--- config.mk ---
export PLATFORM = sky130hd
export DESIGN_NAME = text_console_ctrl_flat
export DESIGN_NICKNAME = d
export VERILOG_FILES = /design/src/rtl/frame_buffer_pkg.sv /design/src/rtl/text_console_ctrl_if.sv /design/src/rtl/text_console_ctrl.sv /design/src/flat_wrapper.sv
export SDC_FILE = /design/constraint.sdc
export NUM_CORES = 1
export LEC_CHECK = 0
export ABC_CLOCK_PERIOD_IN_PS = 3050
export CORE_MARGIN = 2
export CORE_UTILIZATION = 40
export DETAILED_ROUTE_END_ITERATION = 6
export GPL_TIMING_DRIVEN = 0
export PLACE_DENSITY = 0.63
export SKIP_LAST_GASP = 1
export SLEW_MARGIN = 15
export SYNTH_ARGS = -nofsm -noshare
export SYNTH_HDL_FRONTEND = slang
export SYNTH_SLANG_ARGS = --single-unit
--- constraint.sdc ---
create_clock -name clock -period 3.05 [get_ports clock]
set_input_delay 0.7625 -clock clock [delete_from_list [all_inputs] [get_ports clock]]
set_output_delay 0.7625 -clock clock [all_outputs]
set_load 0.03 [all_outputs]
--- src/rtl/frame_buffer_pkg.sv ---
// Shared definitions for the text-mode frame buffer and its console sequencer.
//   state_t       : console controller states
//   CHR_*         : control codes interpreted by the console
//   clog2         : ceiling log2 helper for sizing address buses
package frame_buffer_pkg;

    typedef enum logic [2:0] {
        ST_INIT,
        ST_FILL,
        ST_IDLE,
        ST_WRITE,
        ST_SCROLL_RD,
        ST_SCROLL_WR,
        ST_LFILL
    } state_t;

    localparam logic [7:0] CHR_BS = 8'h08;
    localparam logic [7:0] CHR_LF = 8'h0A;
    localparam logic [7:0] CHR_FF = 8'h0C;
    localparam logic [7:0] CHR_CR = 8'h0D;

    function automatic int clog2(input int value);
        int r;
        r = 0;
        for (int v = value - 1; v > 0; v = v >> 1) begin
            r = r + 1;
        end
        return r;
    endfunction

endpackage

--- src/rtl/text_console_ctrl_if.sv ---
// Byte-stream and display-RAM bus of the text console controller.
//   in_valid/in_data/in_ready : character byte handshake
//   clear                     : single-cycle clear-screen request
//   ram_addr/ram_wdata/ram_we : display RAM write/read address port
//   ram_rdata                 : synchronous read data (address of previous edge)
// Modports: slave = console controller, master = byte source plus RAM.
interface text_console_ctrl_if #(
    parameter int ADDR_W = 11
) ();

    logic              in_valid;
    logic [7:0]        in_data;
    logic              in_ready;
    logic              clear;
    logic [ADDR_W-1:0] ram_addr;
    logic [7:0]        ram_wdata;
    logic              ram_we;
    logic [7:0]        ram_rdata;

    modport slave (
        input  in_valid, in_data, clear, ram_rdata,
        output in_ready, ram_addr, ram_wdata, ram_we
    );

    modport master (
        output in_valid, in_data, clear, ram_rdata,
        input  in_ready, ram_addr, ram_wdata, ram_we
    );

endinterface

--- src/rtl/text_console_ctrl.sv ---
// Text console sequencer: turns a character byte stream into display RAM
// writes for an 80x25 text frame buffer, keeps a cursor, interprets
// CR/LF/BS/FF, and performs screen clear and one-line hardware scroll by
// reading and rewriting the display RAM.
//   clock, reset_n         : clock, synchronous active-low reset
//   bus (slave modport)    : byte handshake, clear request, display RAM port
//   cursor_col, cursor_row : current cursor position
//   busy                   : high whenever the sequencer is not idle
module text_console_ctrl
    import frame_buffer_pkg::*;
#(
    parameter int         DISP_W    = 80,
    parameter int         DISP_H    = 25,
    parameter int         ADDR_W    = 11,
    parameter logic [7:0] FILL_CHAR = 8'h20
) (
    input  logic                clock,
    input  logic                reset_n,
    text_console_ctrl_if.slave  bus,
    output logic [6:0]          cursor_col,
    output logic [4:0]          cursor_row,
    output logic                busy
);

    localparam logic [ADDR_W-1:0] W_A           = ADDR_W'(DISP_W);
    localparam logic [ADDR_W-1:0] LAST_CELL     = ADDR_W'(DISP_W * DISP_H - 1);
    localparam logic [ADDR_W-1:0] LAST_ROW_BASE = ADDR_W'((DISP_H - 1) * DISP_W);
    localparam logic [6:0]        LAST_COL      = 7'(DISP_W - 1);
    localparam logic [4:0]        LAST_ROW      = 5'(DISP_H - 1);

    state_t            state;
    logic [6:0]        col;
    logic [4:0]        row;
    logic              clear_pend;
    // Shared sweep counter: fill address, scroll source, or line-fill address.
    logic [ADDR_W-1:0] cnt;
    logic [7:0]        wbyte;
    logic              printable;
    logic [ADDR_W-1:0] cell_addr;

    assign printable  = (bus.in_data >= 8'h20) && (bus.in_data != 8'h7F);
    assign cell_addr  = ADDR_W'(row) * W_A + ADDR_W'(col);
    assign bus.in_ready = (state == ST_IDLE) && !bus.clear && !clear_pend;
    assign busy       = (state != ST_IDLE);
    assign cursor_col = col;
    assign cursor_row = row;

    always_ff @(posedge clock) begin
        if (!reset_n) begin
            state      <= ST_INIT;
            col        <= '0;
            row        <= '0;
            clear_pend <= 1'b0;
            cnt        <= '0;
        end else begin
            // A clear arriving while busy is remembered; repeats collapse.
            if (state != ST_IDLE && bus.clear) begin
                clear_pend <= 1'b1;
            end
            case (state)
                ST_INIT: begin
                    state <= ST_FILL;
                    cnt   <= '0;
                end
                ST_FILL: begin
                    if (cnt == LAST_CELL) begin
                        state <= ST_IDLE;
                        col   <= '0;
                        row   <= '0;
                    end else begin
                        cnt <= cnt + 1'b1;
                    end
                end
                ST_IDLE: begin
                    if (bus.clear || clear_pend) begin
                        state      <= ST_FILL;
                        cnt        <= '0;
                        clear_pend <= 1'b0;
                    end else if (bus.in_valid) begin
                        if (printable) begin
                            state <= ST_WRITE;
                        end else begin
                            case (bus.in_data)
                                CHR_CR: col <= '0;
                                CHR_LF: begin
                                    col <= '0;
                                    if (row < LAST_ROW) begin
                                        row <= row + 1'b1;
                                    end else begin
                                        state <= ST_SCROLL_RD;
                                        cnt   <= W_A;
                                    end
                                end
                                CHR_BS: begin
                                    if (col != '0) col <= col - 1'b1;
                                end
                                CHR_FF: begin
                                    state <= ST_FILL;
                                    cnt   <= '0;
                                end
                                default: ;
                            endcase
                        end
                    end
                end
                ST_WRITE: begin
                    if (col < LAST_COL) begin
                        col   <= col + 1'b1;
                        state <= ST_IDLE;
                    end else begin
                        col <= '0;
                        if (row < LAST_ROW) begin
                            row   <= row + 1'b1;
                            state <= ST_IDLE;
                        end else begin
                            state <= ST_SCROLL_RD;
                            cnt   <= W_A;
                        end
                    end
                end
                ST_SCROLL_RD: state <= ST_SCROLL_WR;
                ST_SCROLL_WR: begin
                    if (cnt == LAST_CELL) begin
                        state <= ST_LFILL;
                        cnt   <= LAST_ROW_BASE;
                    end else begin
                        state <= ST_SCROLL_RD;
                        cnt   <= cnt + 1'b1;
                    end
                end
                ST_LFILL: begin
                    if (cnt == LAST_CELL) begin
                        state <= ST_IDLE;
                    end else begin
                        cnt <= cnt + 1'b1;
                    end
                end
                default: state <= ST_INIT;
            endcase
        end
    end

    // Character latch: the byte captured on the accepting edge is the one
    // written in ST_WRITE.
    always_ff @(posedge clock) begin
        if (state == ST_IDLE) begin
            wbyte <= bus.in_data;
        end
    end

    // RAM port decode; ram_rdata passes straight through only while
    // rewriting a scrolled cell one row up.
    always_comb begin
        bus.ram_we    = 1'b0;
        bus.ram_addr  = '0;
        bus.ram_wdata = '0;
        case (state)
            ST_FILL, ST_LFILL: begin
                bus.ram_we    = 1'b1;
                bus.ram_addr  = cnt;
                bus.ram_wdata = FILL_CHAR;
            end
            ST_WRITE: begin
                bus.ram_we    = 1'b1;
                bus.ram_addr  = cell_addr;
                bus.ram_wdata = wbyte;
            end
            ST_SCROLL_RD: begin
                bus.ram_addr  = cnt;
            end
            ST_SCROLL_WR: begin
                bus.ram_we    = 1'b1;
                bus.ram_addr  = cnt - W_A;
                bus.ram_wdata = bus.ram_rdata;
            end
            default: ;
        endcase
    end

endmodule

--- src/flat_wrapper.sv ---
// flat-port wrapper written by rule: the top's interface ports become plain ports
module text_console_ctrl_flat import frame_buffer_pkg::*;
#(
    parameter int         DISP_W    = 80,
    parameter int         DISP_H    = 25,
    parameter int         ADDR_W    = 11,
    parameter logic [7:0] FILL_CHAR = 8'h20
)
  (clock, reset_n, cursor_col, cursor_row, busy, bus_in_valid, bus_in_data, bus_clear, bus_ram_rdata, bus_in_ready, bus_ram_addr, bus_ram_wdata, bus_ram_we);
  text_console_ctrl_if #(.ADDR_W(ADDR_W)) bus_i ();
  input  logic clock;
  input  logic reset_n;
  output logic [6:0] cursor_col;
  output logic [4:0] cursor_row;
  output logic busy;
  input wire logic [$bits(bus_i.in_valid)-1:0] bus_in_valid;
  input wire logic [$bits(bus_i.in_data)-1:0] bus_in_data;
  input wire logic [$bits(bus_i.clear)-1:0] bus_clear;
  input wire logic [$bits(bus_i.ram_rdata)-1:0] bus_ram_rdata;
  output wire logic [$bits(bus_i.in_ready)-1:0] bus_in_ready;
  output wire logic [$bits(bus_i.ram_addr)-1:0] bus_ram_addr;
  output wire logic [$bits(bus_i.ram_wdata)-1:0] bus_ram_wdata;
  output wire logic [$bits(bus_i.ram_we)-1:0] bus_ram_we;
  assign bus_i.in_valid = bus_in_valid;
  assign bus_i.in_data = bus_in_data;
  assign bus_i.clear = bus_clear;
  assign bus_i.ram_rdata = bus_ram_rdata;
  assign bus_in_ready = bus_i.in_ready;
  assign bus_ram_addr = bus_i.ram_addr;
  assign bus_ram_wdata = bus_i.ram_wdata;
  assign bus_ram_we = bus_i.ram_we;
  text_console_ctrl #(.DISP_W(DISP_W), .DISP_H(DISP_H), .ADDR_W(ADDR_W), .FILL_CHAR(FILL_CHAR)) u_core (.clock(clock), .reset_n(reset_n), .bus(bus_i), .cursor_col(cursor_col), .cursor_row(cursor_row), .busy(busy));
endmodule
---- Word level (Yosys, flattened, before mapping) ----
Index checks and enable logic that the tools add are counted.
word-level totals
  register bits after elaboration ......... 35
  input port bits ......................... 20
  output and inout bits ................... 34
  word-level logic and storage cells ...... 104
cells by class
  $add $sub $neg .......................... 6
  $mul .................................... 1
  order comparisons ....................... 3
  eq/ne operators ......................... 28
  multiplexer cells ....................... 41
  reductions and logical operators ........ 19
operator list
  kind                   count
  $mux 11                7
  $pmux 11 s5            1
  $mux 7                 6
  $mux 5                 7
  $pmux 11 s3            1
  $eq 8x4->1 const B     4
  $pmux 8 s3             1
  $pmux 11 s2            1
  $mux 3                 7
  $pmux 7 s3             1
  $pmux 3 s6             1
  $pmux 5 s3             1
  $pmux 7 s2             1
  $reduce_and 7->1       2
  $ne 2x2->1 const B     6
  $ne 3x3->1 const B     4
  $add 11x1->11 const B  1
  $add 11x7->11          1
  $eq 11x11->1 const B   1
  $sub 11x7->11 const B  1
  $ne 5x4->1 const B     2
  $eq 3x3->1 const B     3
  $ge 8x6->1 const B     1
  $ne 8x7->1 const B     1
  26 further kinds       36

---- Logic depth before layout (Yosys ltp) ----
Gate-level depths: netlist (run 1).
  depth in word-level cells ............... 7
  mapped depth ............................ 10
  mapped depth without buffers ............ 10

---- Least setup slack after synthesis (run 1) ----
OpenSTA, ideal clock, no wires.
  kind .................................... reg2out
  from .................................... reg u_core.row[3] (netlist: u_core.cursor_row[3])
  to ...................................... out bus_ram_addr[10]
  arrival time ............................ 2.484 ns
  required time ........................... 2.288 ns
  setup slack ............................. -0.197 ns
  cell stages (with the launch flop) ...... 10
  buffers on the path ..................... 0
  path through ............................ dfxtp_1 ha_1 ha_1 inv_1 fa_1 nand4b_1 xor2_1 xnor2_1 a21oi_1 a21o_1
on the way
  cells in the longest elaborated chain, start to end .. 3
RTL lines
  element                 RTL line                  source
  start, declared         text_console_ctrl.sv:33   logic [4:0] row;
  start signal, assigned  text_console_ctrl.sv:88   row <= row + 1'b1;
  start signal, assigned  text_console_ctrl.sv:113  row <= row + 1'b1;
  $mul 5x3->7             text_console_ctrl.sv:42   assign cell_addr = ADDR_W'(row) * W_A + ADDR_W'(col);
  $add 11x7->11           text_console_ctrl.sv:42
  $pmux 11 s3             text_console_ctrl.sv:157  case (state)
  end, declared           flat_wrapper.sv:21        output wire logic [$bits(bus_i.ram_addr)-1:0] bus_ram_addr;
No other way between the ends.

---- Final worst setup path (run 1) ----
  from .................................... reg u_core.row[1] (netlist: u_core.cursor_row[1])
  to ...................................... out bus_ram_addr[10]
Same word-level chain as after synthesis.

==> impl_metrics.csv, run 1 <==
group,metric,value,unit
outcome,status,"finished with violations",
outcome,violations,"negative setup slack",
cts,clkLatencyLatePin,300,ps
final_layout,multiInputGateArea,0.00229,mm²
synthesis,synth_most_common_cell,"nand2_1",
synthesis,synth_warnings,0,
final_layout,finalNetCount,504,
final_layout,final_util,55.6,%
timing,max_freq,0.285,GHz
critical_path,path_cells,"ha_4 -> ha_4 -> inv_2 -> fa_2 -> xnor2_2 -> nand4b_1 -> xor2_2 -> xnor2_2 -> a21oi_2 -> a21o_2 -> buf_6",
critical_path,critPathBufInv,2,
synthesis,synthFlopType,"dfxtp_1",
pwr,p_comb_share,44.4,%
global_routing,antenna_found_initial,0,
synthesis,synth_cell_types,63,
detailed_routing,ant_nets,0,
pwr,peakVddDrop,0.198,mV
final_layout,fill_cells,727,
pwr,clock_power_share,22.3,%
floorplanning,rows,31,
critical_path,worstPathMaxFanout,2,
final_layout,seqCellArea,801,µm²
timing,rsz0062_at_grt,"yes",
final_layout,layout-drive-gt1-share,17.2,%
placement,dpl.hpwl,6.83,mm
critical_path,cpPeakStageDelay,360,ps
cts,h-tree-depth,2,
timing,fin_skew,7.80,ps
critical_path,ff2ff_path_depth,8,
floorplanning,core_area,0.00737,mm²
cts,ctsHoldBuffers,0,
synthesis,synthTopCellsByArea,"dfxtp_1 18%, edfxtp_1 7.8%, ha_1 6.9%",
detailed_routing,vias_per_cell,5.98,
critical_path,regToRegSetupSlack,500,ps
timing,setup_viol,2,
timing,fin_crit_sh,115,%
critical_path,r2r-start,"u_core.cnt[4]",
timing,relSlewSlack,54.9,%
synthesis,yosysTopAreaCell,"dfxtp_1",
detailed_routing,wl,9.74,mm
placement,globalplace.congestion,0.894,
floorplanning,ios,54,
timing,worst_slew_pin_slew,675,ps
critical_path,required,2290,ps
placement,numPortBuffers,53,
pwr,leakage,1.63,nW
global_routing,track_usage,23.1,%
synthesis,ys_seq_area_share,25.4,%
critical_path,endpoint,"bus_ram_addr[10]",
pwr,p_per_area,389,mW/mm²
timing,min_period,3510,ps
pwr,power.total,1.59,mW
cts,cts_made_buffers,5,
detailed_routing,firstDrtPassIters,5,
detailed_routing,drt_first_iter_violations,286,
cts,cts_sinks,35,
critical_path,startpoint,"u_core.cursor_row[1]",
pwr,power.switching,0.663,mW
critical_path,arrival,2740,ps
critical_path,cp-start-kind,"flop",
cts,cts_tree,"done",
global_routing,grt_pass1_vias,3062,
cts,clk_pin_slew,80,ps
synthesis,syn_nets,430,
floorplanning,start_util,41.7,%
flow_run,drv_cap,0,
detailed_routing,dr_total_vias,3379,
detailed_routing,drc,0,
critical_path,crit_cells,11,
synthesis,synth_top_area_share,17.6,%
critical_path,critPathTopFamily,"adder cells",
timing,fin_ws,-456,ps
cts,cts-root-buf,"clkbuf_8",
global_routing,grt_overflow_total,0,
synthesis,ys_seq_elements,35,
final_layout,diodes,0,
critical_path,r2r_end,"u_core.cnt[5]",
cts,cts_buffer_depth,2,
synthesis,synth_cells,391,
floorplanning,fp.dieH,91.7,µm
synthesis,avgSynthCellArea,7.87,µm²
critical_path,critPathCaptureType,"output port",
floorplanning,die-area,0.00841,mm²
pwr,netSwitchingFraction,41.6,%
min_path,hold_path.class,"reg2reg",
synthesis,synth-edff-count,8,
synthesis,syn_area,0.00308,mm²
floorplanning,die_w,91.7,µm
final_layout,area_growth,33.1,%
synthesis,synth_common_cells,"43 x nand2_1, 37 x o21ai_0, 27 x dfxtp_1, 20 x a21oi_1, 19 x clkbuf_1",
synthesis,async_flop_share,0,%
critical_path,crit_type,"reg2out",
detailed_routing,wl_per_cell,17.2,µm
global_routing,grt_max_degree,12,
critical_path,cpMaxStageDelayCell,"dfxtp_4",
timing,drv_slew,0,
pwr,seqPwrFrac,33.3,%
global_routing,grt_pass1_wl,15.6,mm
pwr,p_int,0.930,mW
timing,hold_violations,0,
==> registers in the layout, summed over array words and instances, names as in the netlist <==
name / flops
u_core.state: 3
u_core.wbyte: 8
u_core.cursor_row: 5
u_core.cnt: 11
u_core.cursor_col: 7
u_core.clear_pend: 1
==> per-stage QoR <==
step | area [µm²] | hold slack, ps | worst slack [ps] | std cells | setup TNS, ps
after floorplan | 3080 | 484 | 15.7 | 391 | 0
after global placement | 3740 | 512 | -662 | 543 | -8390
after detailed placement | 3740 | 510 | -699 | 543 | -8490
after CTS | 3990 | 521 | -331 | 560 | -589
after global routing | 4090 | 566 | -543 | 565 | -977
final | 4090 | 520 | -456 | 565 | -693
==> power by group through the flow <==
stage / Clock, mW / Combinational [mW] / Sequential (mW)
floorplan: 0 / 0.451 / 0.546
global placement: 0 / 0.663 / 0.544
detailed placement: 0 / 0.671 / 0.545
CTS: 0.364 / 0.687 / 0.531
global route: 0.379 / 0.766 / 0.534
finish: 0.356 / 0.708 / 0.530
==> cell type report <==
cell class              instances  area share, %
multi-input cells             317           56.0
clock buffers                   6           1.77
clock inverters                 2          0.306
flip-flops and latches         35           19.6
repair buffers                 67           15.2
inverters                      13           1.28
plain buffers                  26           2.87
well taps                      99           3.03
==> placed cells by master (no fill, tap or decap), types with 6 or more instances in the layout <==
cell type and instances:
a21o_1 9, a21oi_1 18, a22o_1 6, a22oi_1 14, and3_1 6, buf_4 16
clkbuf_1 12, clkbuf_2 9, clkdlybuf4s50_1 31, dfxtp_1 21, dlygate4sd2_1 13, edfxtp_1 8
ha_1 11, inv_1 11, nand2_1 43, nand2b_1 6, nand3_1 9, nand4_1 9
nor2_1 18, nor2b_1 13, nor3_1 9, o21ai_0 36
==> cells by family after synthesis <==
logic type,after synthesis,share of synthesized area (%)
AND/OR/NAND/NOR,143,25.4
AO/OA/AOI/OAI,141,31.8
buffers and inverters,39,5.04
flip-flops,35,25.4
adder cells (fa/ha/maj),19,8.21
XOR/XNOR,10,2.85
multiplexers,4,1.30
==> worst min-delay path: cells and delay by family, from the launching register on <==
kind / cells / cell delay, ps
flip-flops: 1 / 350
AND/OR/NAND/NOR: 1 / 70
AO/OA/AOI/OAI: 1 / 60
==> timing repair <==
item | 4_1_cts | 5_1_grt
setup endpoints to repair | 31 | 25
pin swaps | 7 | 11
cloned | 0 | 0
buffers inserted | 9 | 5
resized for setup | 69 | 26
==> metal layers <==
metal | track usage (%) | share of wire [%]
met5 | 0 | 0
met4 | 8.83 | 2.8
met3 | 2.55 | 6.0
met2 | 38.2 | 46
met1 | 30.8 | 45
==> worst min-delay path by stage <==
stage                        from  cells after the start            end
global placement    u_core.cnt[1]                      2  u_core.cnt[1]
finish              u_core.cnt[1]                      2  u_core.cnt[1]
detailed placement  u_core.cnt[1]                      2  u_core.cnt[1]
global route        u_core.cnt[0]                      2  u_core.cnt[0]
floorplan           u_core.cnt[1]                      2  u_core.cnt[1]
CTS                 u_core.cnt[1]                      2  u_core.cnt[1]
Note: power is estimated with default switching activity, not from simulation.
==> inputs of run 2 (changes only) <==
--- a/config.mk
+++ b/config.mk
@@ -10,7 +10,7 @@
 export CORE_UTILIZATION = 40
 export DETAILED_ROUTE_END_ITERATION = 6
 export GPL_TIMING_DRIVEN = 0
-export PLACE_DENSITY = 0.63
+export PLACE_DENSITY = 0.75
 export SKIP_LAST_GASP = 1
 export SLEW_MARGIN = 15
 export SYNTH_ARGS = -nofsm -noshare
==> run 2 against run 1 <==
Effect of this change:
- the run still ends with negative setup slack left
- clock power is 2% higher
- critical endpoint unchanged
- fmax is 2.6% higher
- global-route usage is 0.25 points lower
- largest cell class unchanged
==> impl_metrics.csv, run 2 (same netlist as run 1, synthesis figures left out) <==
group,metric,value,unit
floorplanning,die_w,91.7,µm
timing,hold_violations,0,
cts,cts-root-buf,"clkbuf_8",
timing,min_period,3420,ps
flow_run,drv_cap,0,
cts,cts_made_buffers,5,
cts,cts_sinks,35,
timing,relSlewSlack,50.9,%
final_layout,final_util,54.9,%
critical_path,cp-start-kind,"flop",
timing,worst_slew_pin_slew,737,ps
timing,max_freq,0.293,GHz
final_layout,regMostFlops,"u_core.cnt",
critical_path,critPathCaptureType,"output port",
floorplanning,fp.dieH,91.7,µm
critical_path,crit_type,"reg2out",
floorplanning,ios,54,
critical_path,r2r-start,"u_core.cnt[4]",
cts,cts_buffer_depth,2,
timing,fin_ws,-367,ps
critical_path,r2r_end,"u_core.cnt[5]",
final_layout,diodes,0,
cts,clkLatencyLatePin,310,ps
global_routing,track_usage,22.8,%
global_routing,grt_overflow_total,0,
cts,clk_pin_slew,80,ps
global_routing,grt_pass1_wl,15.6,mm
final_layout,final_cell_mix,"43 x nand2_1, 36 x o21ai_0, 31 x clkdlybuf4s50_1, 21 x dfxtp_1, 19 x a21oi_1",
outcome,violations,"negative setup slack",
global_routing,antenna_found_initial,0,
timing,setup_viol,3,
cts,h-tree-depth,2,
critical_path,endpoint,"bus_ram_addr[10]",
timing,fin_crit_sh,112,%
final_layout,layout-drive-gt1-share,15.6,%
timing,timing.hold.ws,539,ps
detailed_routing,wl_per_cell,17.7,µm
pwr,leakage,1.63,nW
final_layout,largest_reg_flops,11,
critical_path,startpoint,"u_core.cursor_row[3]",
detailed_routing,drt_first_iter_violations,415,
floorplanning,die-area,0.00841,mm²
timing,rsz0062_at_grt,"yes",
detailed_routing,wl,9.92,mm
cts,cts_tree,"done",
detailed_routing,vias_per_cell,6.14,
critical_path,worstPathMaxFanout,2,
min_path,hold_path.class,"reg2reg",
detailed_routing,firstDrtPassIters,5,
critical_path,ff2ff_path_depth,8,
critical_path,required,2290,ps
placement,numPortBuffers,53,
final_layout,final_common_cell,"nand2_1",
floorplanning,start_util,41.7,%
global_routing,grt_max_degree,13,
floorplanning,rows,31,
outcome,status,"finished with violations",
timing,fin_skew,11.1,ps
placement,dpl.hpwl,6.93,mm
pwr,peakVddDrop,0.186,mV
critical_path,regToRegSetupSlack,330,ps
global_routing,grt_pass1_vias,3137,
placement,post-place-ws,-704,ps
timing,drv_slew,0,
placement,globalplace.congestion,0.888,
final_layout,area_growth,31.4,%
detailed_routing,dr_total_vias,3445,
floorplanning,core_area,0.00737,mm²
critical_path,arrival,2650,ps
final_layout,finalNetCount,500,
pwr,p_per_area,395,mW/mm²
detailed_routing,ant_nets,0,
detailed_routing,drc,0,
## run 2: cell count changes in the layout (fill, tap and decap cells not counted), sizes merged
cell | before | now
buf | 24 | 22
clkinvlp | 2 | 3
clkbuf | 27 | 25
clkdlybuf4s15 | 1 | 0
## run 2: metrics by stage
stage               cell area, µm²  total power, mW  std cells  setup TNS (ps)
finish                        4040             1.60        561            -629
global route                  4040             1.67        561            -778
CTS                           3940             1.57        559            -519
detailed placement            3740             1.21        543           -7720
global placement              3740             1.20        543           -6690
floorplan                     3080            0.996        391               0
## run 2: area by class of cell
cell class / instances / area [µm²]
timing repair buffer: 63 / 588
tap: 99 / 124
buffer: 26 / 120
inverter: 13 / 52.6
fill: 713 / 3330
clock buffer: 5 / 68.8
clock inverter: 3 / 20.0
sequential: 35 / 798
multi-input combinational: 317 / 2270
## run 2: layer usage
| metal | vias to the layer above | share of wire, % | track usage [%] |
|---|---|---|---|
| li1 | 1618 | - | - |
| met1 | 1634 | 43 | 30.3 |
| met2 | 171 | 48 | 37.9 |
| met3 | 22 | 7.1 | 3.37 |
| met4 | 0 | 2.0 | 7.71 |
| met5 | - | 0 | 0 |
## run 2: worst min-delay path by stage
stage | slack [ps] | depth (start not counted) | endpoint | startpoint
after floorplan | 480 | 2 | u_core.cnt[1] | u_core.cnt[1]
after global placement | 510 | 2 | u_core.cnt[1] | u_core.cnt[1]
after detailed placement | 520 | 2 | u_core.cnt[0] | u_core.cnt[0]
after CTS | 520 | 2 | u_core.cursor_row[4] | u_core.cursor_row[2]
after global routing | 570 | 2 | u_core.cursor_row[4] | u_core.cursor_row[2]
final | 540 | 2 | u_core.cursor_row[4] | u_core.cursor_row[2]
## run 2: report_power, final
group / internal, mW / leakage (nW) / total [mW] / switching, mW
clock: 0.159 / 0.0402 / 0.364 / 0.204
combinational: 0.258 / 1.30 / 0.701 / 0.443
sequential: 0.508 / 0.296 / 0.533 / 0.0246
total: 0.925 / 1.63 / 1.60 / 0.672
## run 2: repair_timing
action | 4_1_cts | 5_1_grt
setup endpoints to repair | 31 | 24
gates resized for setup | 70 | 25
setup buffers | 8 | 2
pin swaps | 8 | 9
hold buffers | 0 | 0
## run 2: critical path, stage by stage, from the launching register on
cell      delay [ps]
dfxtp_4          360
ha_4             270
ha_4             120
inv_2             30
fa_2             350
xnor2_2          190
nand4b_1         130
xor2_1           170
xnor2_1          260
a21oi_1          120
a21o_2           200
buf_6            130
==> inputs of run 3 (changes only) <==
--- a/config.mk
+++ b/config.mk
@@ -5,14 +5,14 @@
 export SDC_FILE = /design/constraint.sdc
 export NUM_CORES = 1
 export LEC_CHECK = 0
-export ABC_CLOCK_PERIOD_IN_PS = 3050
+export ABC_CLOCK_PERIOD_IN_PS = 3500
 export CORE_MARGIN = 2
 export CORE_UTILIZATION = 40
 export DETAILED_ROUTE_END_ITERATION = 6
 export GPL_TIMING_DRIVEN = 0
 export PLACE_DENSITY = 0.75
 export SKIP_LAST_GASP = 1
-export SLEW_MARGIN = 15
+export SLEW_MARGIN = 40
 export SYNTH_ARGS = -nofsm -noshare
 export SYNTH_HDL_FRONTEND = slang
 export SYNTH_SLANG_ARGS = --single-unit
==> constraint.sdc (replaced) <==
create_clock -name clock -period 3.5 [get_ports clock]
set_input_delay 0.875 -clock clock [delete_from_list [all_inputs] [get_ports clock]]
set_output_delay 0.875 -clock clock [all_outputs]
set_load 0.03 [all_outputs]
==> run 3 against run 2 <==
Effect of this change:
- the flow still finishes with violations (negative setup slack)
- die area stayed put
- setup slack better by 310 ps
- sequential share of layout area is 0.25 points higher
- highest routed layer unchanged
- critical path type unchanged
- cell count stayed put
==> impl_metrics.csv, run 3 (same netlist as run 1, synthesis figures left out) <==
group,metric,value,unit
outcome,status,"finished with violations",
outcome,violations,"negative setup slack",
cts,ctsHoldBuffers,0,
detailed_routing,wl,9.54,mm
critical_path,cpPeakStageDelay,390,ps
final_layout,final_common_cell,"clkdlybuf4s50_1",
global_routing,antenna_found_initial,0,
cts,clk_pin_slew,70,ps
critical_path,required,2620,ps
timing,drv_slew,0,
critical_path,cpMaxStageDelayCell,"fa_2",
floorplanning,die-area,0.00841,mm²
pwr,p_per_area,360,mW/mm²
timing,rsz0062_at_grt,"yes",
placement,dpl.hpwl,6.84,mm
final_layout,final_cell_mix,"47 x clkdlybuf4s50_1, 43 x nand2_1, 36 x o21ai_0, 21 x dfxtp_1, 20 x a21oi_1",
placement,globalplace.congestion,0.898,
final_layout,fill_cells,693,
timing,worst_slew_pin_slew,756,ps
detailed_routing,vias_per_cell,6.04,
cts,h-tree-depth,2,
floorplanning,core_area,0.00737,mm²
final_layout,finalNetCount,500,
pwr,peakVddDrop,0.149,mV
placement,numPortBuffers,53,
final_layout,diodes,0,
cts,clkLatencyLatePin,300,ps
final_layout,area_growth,29.8,%
final_layout,regMostFlops,"u_core.cnt",
critical_path,worstPathMaxFanout,6,
cts,cts-root-buf,"clkbuf_8",
timing,hold_violations,0,
min_path,hold_path.class,"reg2reg",
detailed_routing,drc,0,
cts,cts_buffer_depth,2,
global_routing,grt_pass1_wl,15.0,mm
global_routing,grt_overflow_total,0,
final_layout,largest_reg_flops,11,
timing,finalSetupTns,-55.2,ps
detailed_routing,firstDrtPassIters,5,
floorplanning,die_w,91.7,µm
critical_path,cp-start-kind,"flop",
global_routing,grt_max_degree,13,
timing,min_period,3560,ps
timing,setup_viol,1,
critical_path,critPathBufInv,2,
detailed_routing,drt_first_iter_violations,271,
timing,max_freq,0.281,GHz
cts,cts_sinks,35,
critical_path,path_common_cell,"ha_4",
timing,fin_ws,-55.2,ps
detailed_routing,wl_per_cell,17.0,µm
global_routing,track_usage,22.0,%
critical_path,regToRegSetupSlack,870,ps
final_layout,layout-drive-gt1-share,12.3,%
critical_path,arrival,2680,ps
global_routing,grt_pass1_vias,3033,
floorplanning,fp.dieH,91.7,µm
critical_path,path_cells,"ha_4 -> ha_4 -> inv_2 -> fa_2 -> xnor2_2 -> nand4b_1 -> xor2_1 -> xnor2_1 -> a21oi_1 -> a21o_1 -> buf_6",
cts,cts_tree,"done",
timing,relSlewSlack,49.3,%
critical_path,crit_type,"reg2out",
pwr,power.total,1.44,mW
floorplanning,ios,54,
detailed_routing,ant_nets,0,
critical_path,critPathCaptureType,"output port",
cts,cts_made_buffers,5,
floorplanning,start_util,41.7,%
floorplanning,rows,31,
flow_run,drv_cap,0,
detailed_routing,dr_total_vias,3387,
timing,fin_crit_sh,102,%
timing,fin_skew,10.6,ps
pwr,leakage,1.55,nW
critical_path,critPathTopFamily,"adder cells",
-- run 3: cell count changes in the layout (fill, tap and decap cells not counted), moves of 2 or more --
cell	before	now
buf_6	3	1
clkdlybuf4s50_1	31	47
dlygate4sd2_1	13	0
clkbuf_1	11	15
ha_1	12	14
-- run 3: metal layers --
layer	global-route usage, %	vias to the layer above	wire length (µm)	part of all wire, %
met4	6.72	0	138	1.4
met2	36.3	133	4550	48
met5	0	-	0	0
li1	-	1626	-	-
met3	2.05	12	621	6.5
met1	30.6	1616	4230	44
-- run 3: what timing repair did --
| item | CTS | global route |
|---|---|---|
| resized for setup | 21 | 31 |
| pin swaps | 2 | 7 |
| setup buffers | 0 | 10 |
| setup endpoints to repair | 12 | 19 |
-- run 3: through the flow --
stage / setup slack (ps) / cell area, µm² / std cells / hold slack (ps) / utilization (%)
4_1_cts: -208 / 3860 / 551 / 534 / 52.4
2_1_floorplan: 141 / 3080 / 391 / 484 / -
3_5_place_dp: -389 / 3740 / 543 / 525 / 50.7
3_3_place_gp: -327 / 3730 / 543 / 509 / 50.6
5_1_grt: -119 / 3990 / 561 / 583 / 54.2
6_report: -55.2 / 3990 / 561 / 539 / 54.2
-- run 3: worst paths after layout --
check / to / cells past startpoint / start
setup / recovery: bus_ram_addr[10] / 11 / u_core.cursor_row[3]
hold / removal: u_core.cnt[1] / 2 / u_core.cnt[1]
setup reg to reg: u_core.cnt[8] / 7 / u_core.cursor_col[3]
hold reg to reg: u_core.cnt[1] / 2 / u_core.cnt[1]
-- run 3: power by group --
group	total [mW]	internal, mW	leakage (nW)	switching (mW)
registers	0.464	0.443	0.296	0.0210
clock network	0.375	0.213	0.0514	0.162
logic	0.600	0.224	1.20	0.376
total	1.44	0.880	1.55	0.559
-- run 3: tightest hold or removal path, delay by kind of cell, from the launching register on --
kind | cells | cell delay [ps]
simple gates | 1 | 70
compound gates | 1 | 70
flops | 1 | 350
-- run 3: layout make-up --
| cell class | count | area, µm² | share of cell area (%) |
|---|---|---|---|
| inverter | 13 | 52.6 | 1.32 |
| buffer | 26 | 114 | 2.85 |
| tap | 99 | 124 | 3.10 |
| timing repair buffer | 63 | 597 | 14.9 |
| multi-input combinational | 317 | 2200 | 55.0 |
| sequential | 35 | 798 | 20.0 |
| clock buffer | 6 | 72.6 | 1.82 |
| clock inverter | 2 | 37.5 | 0.940 |
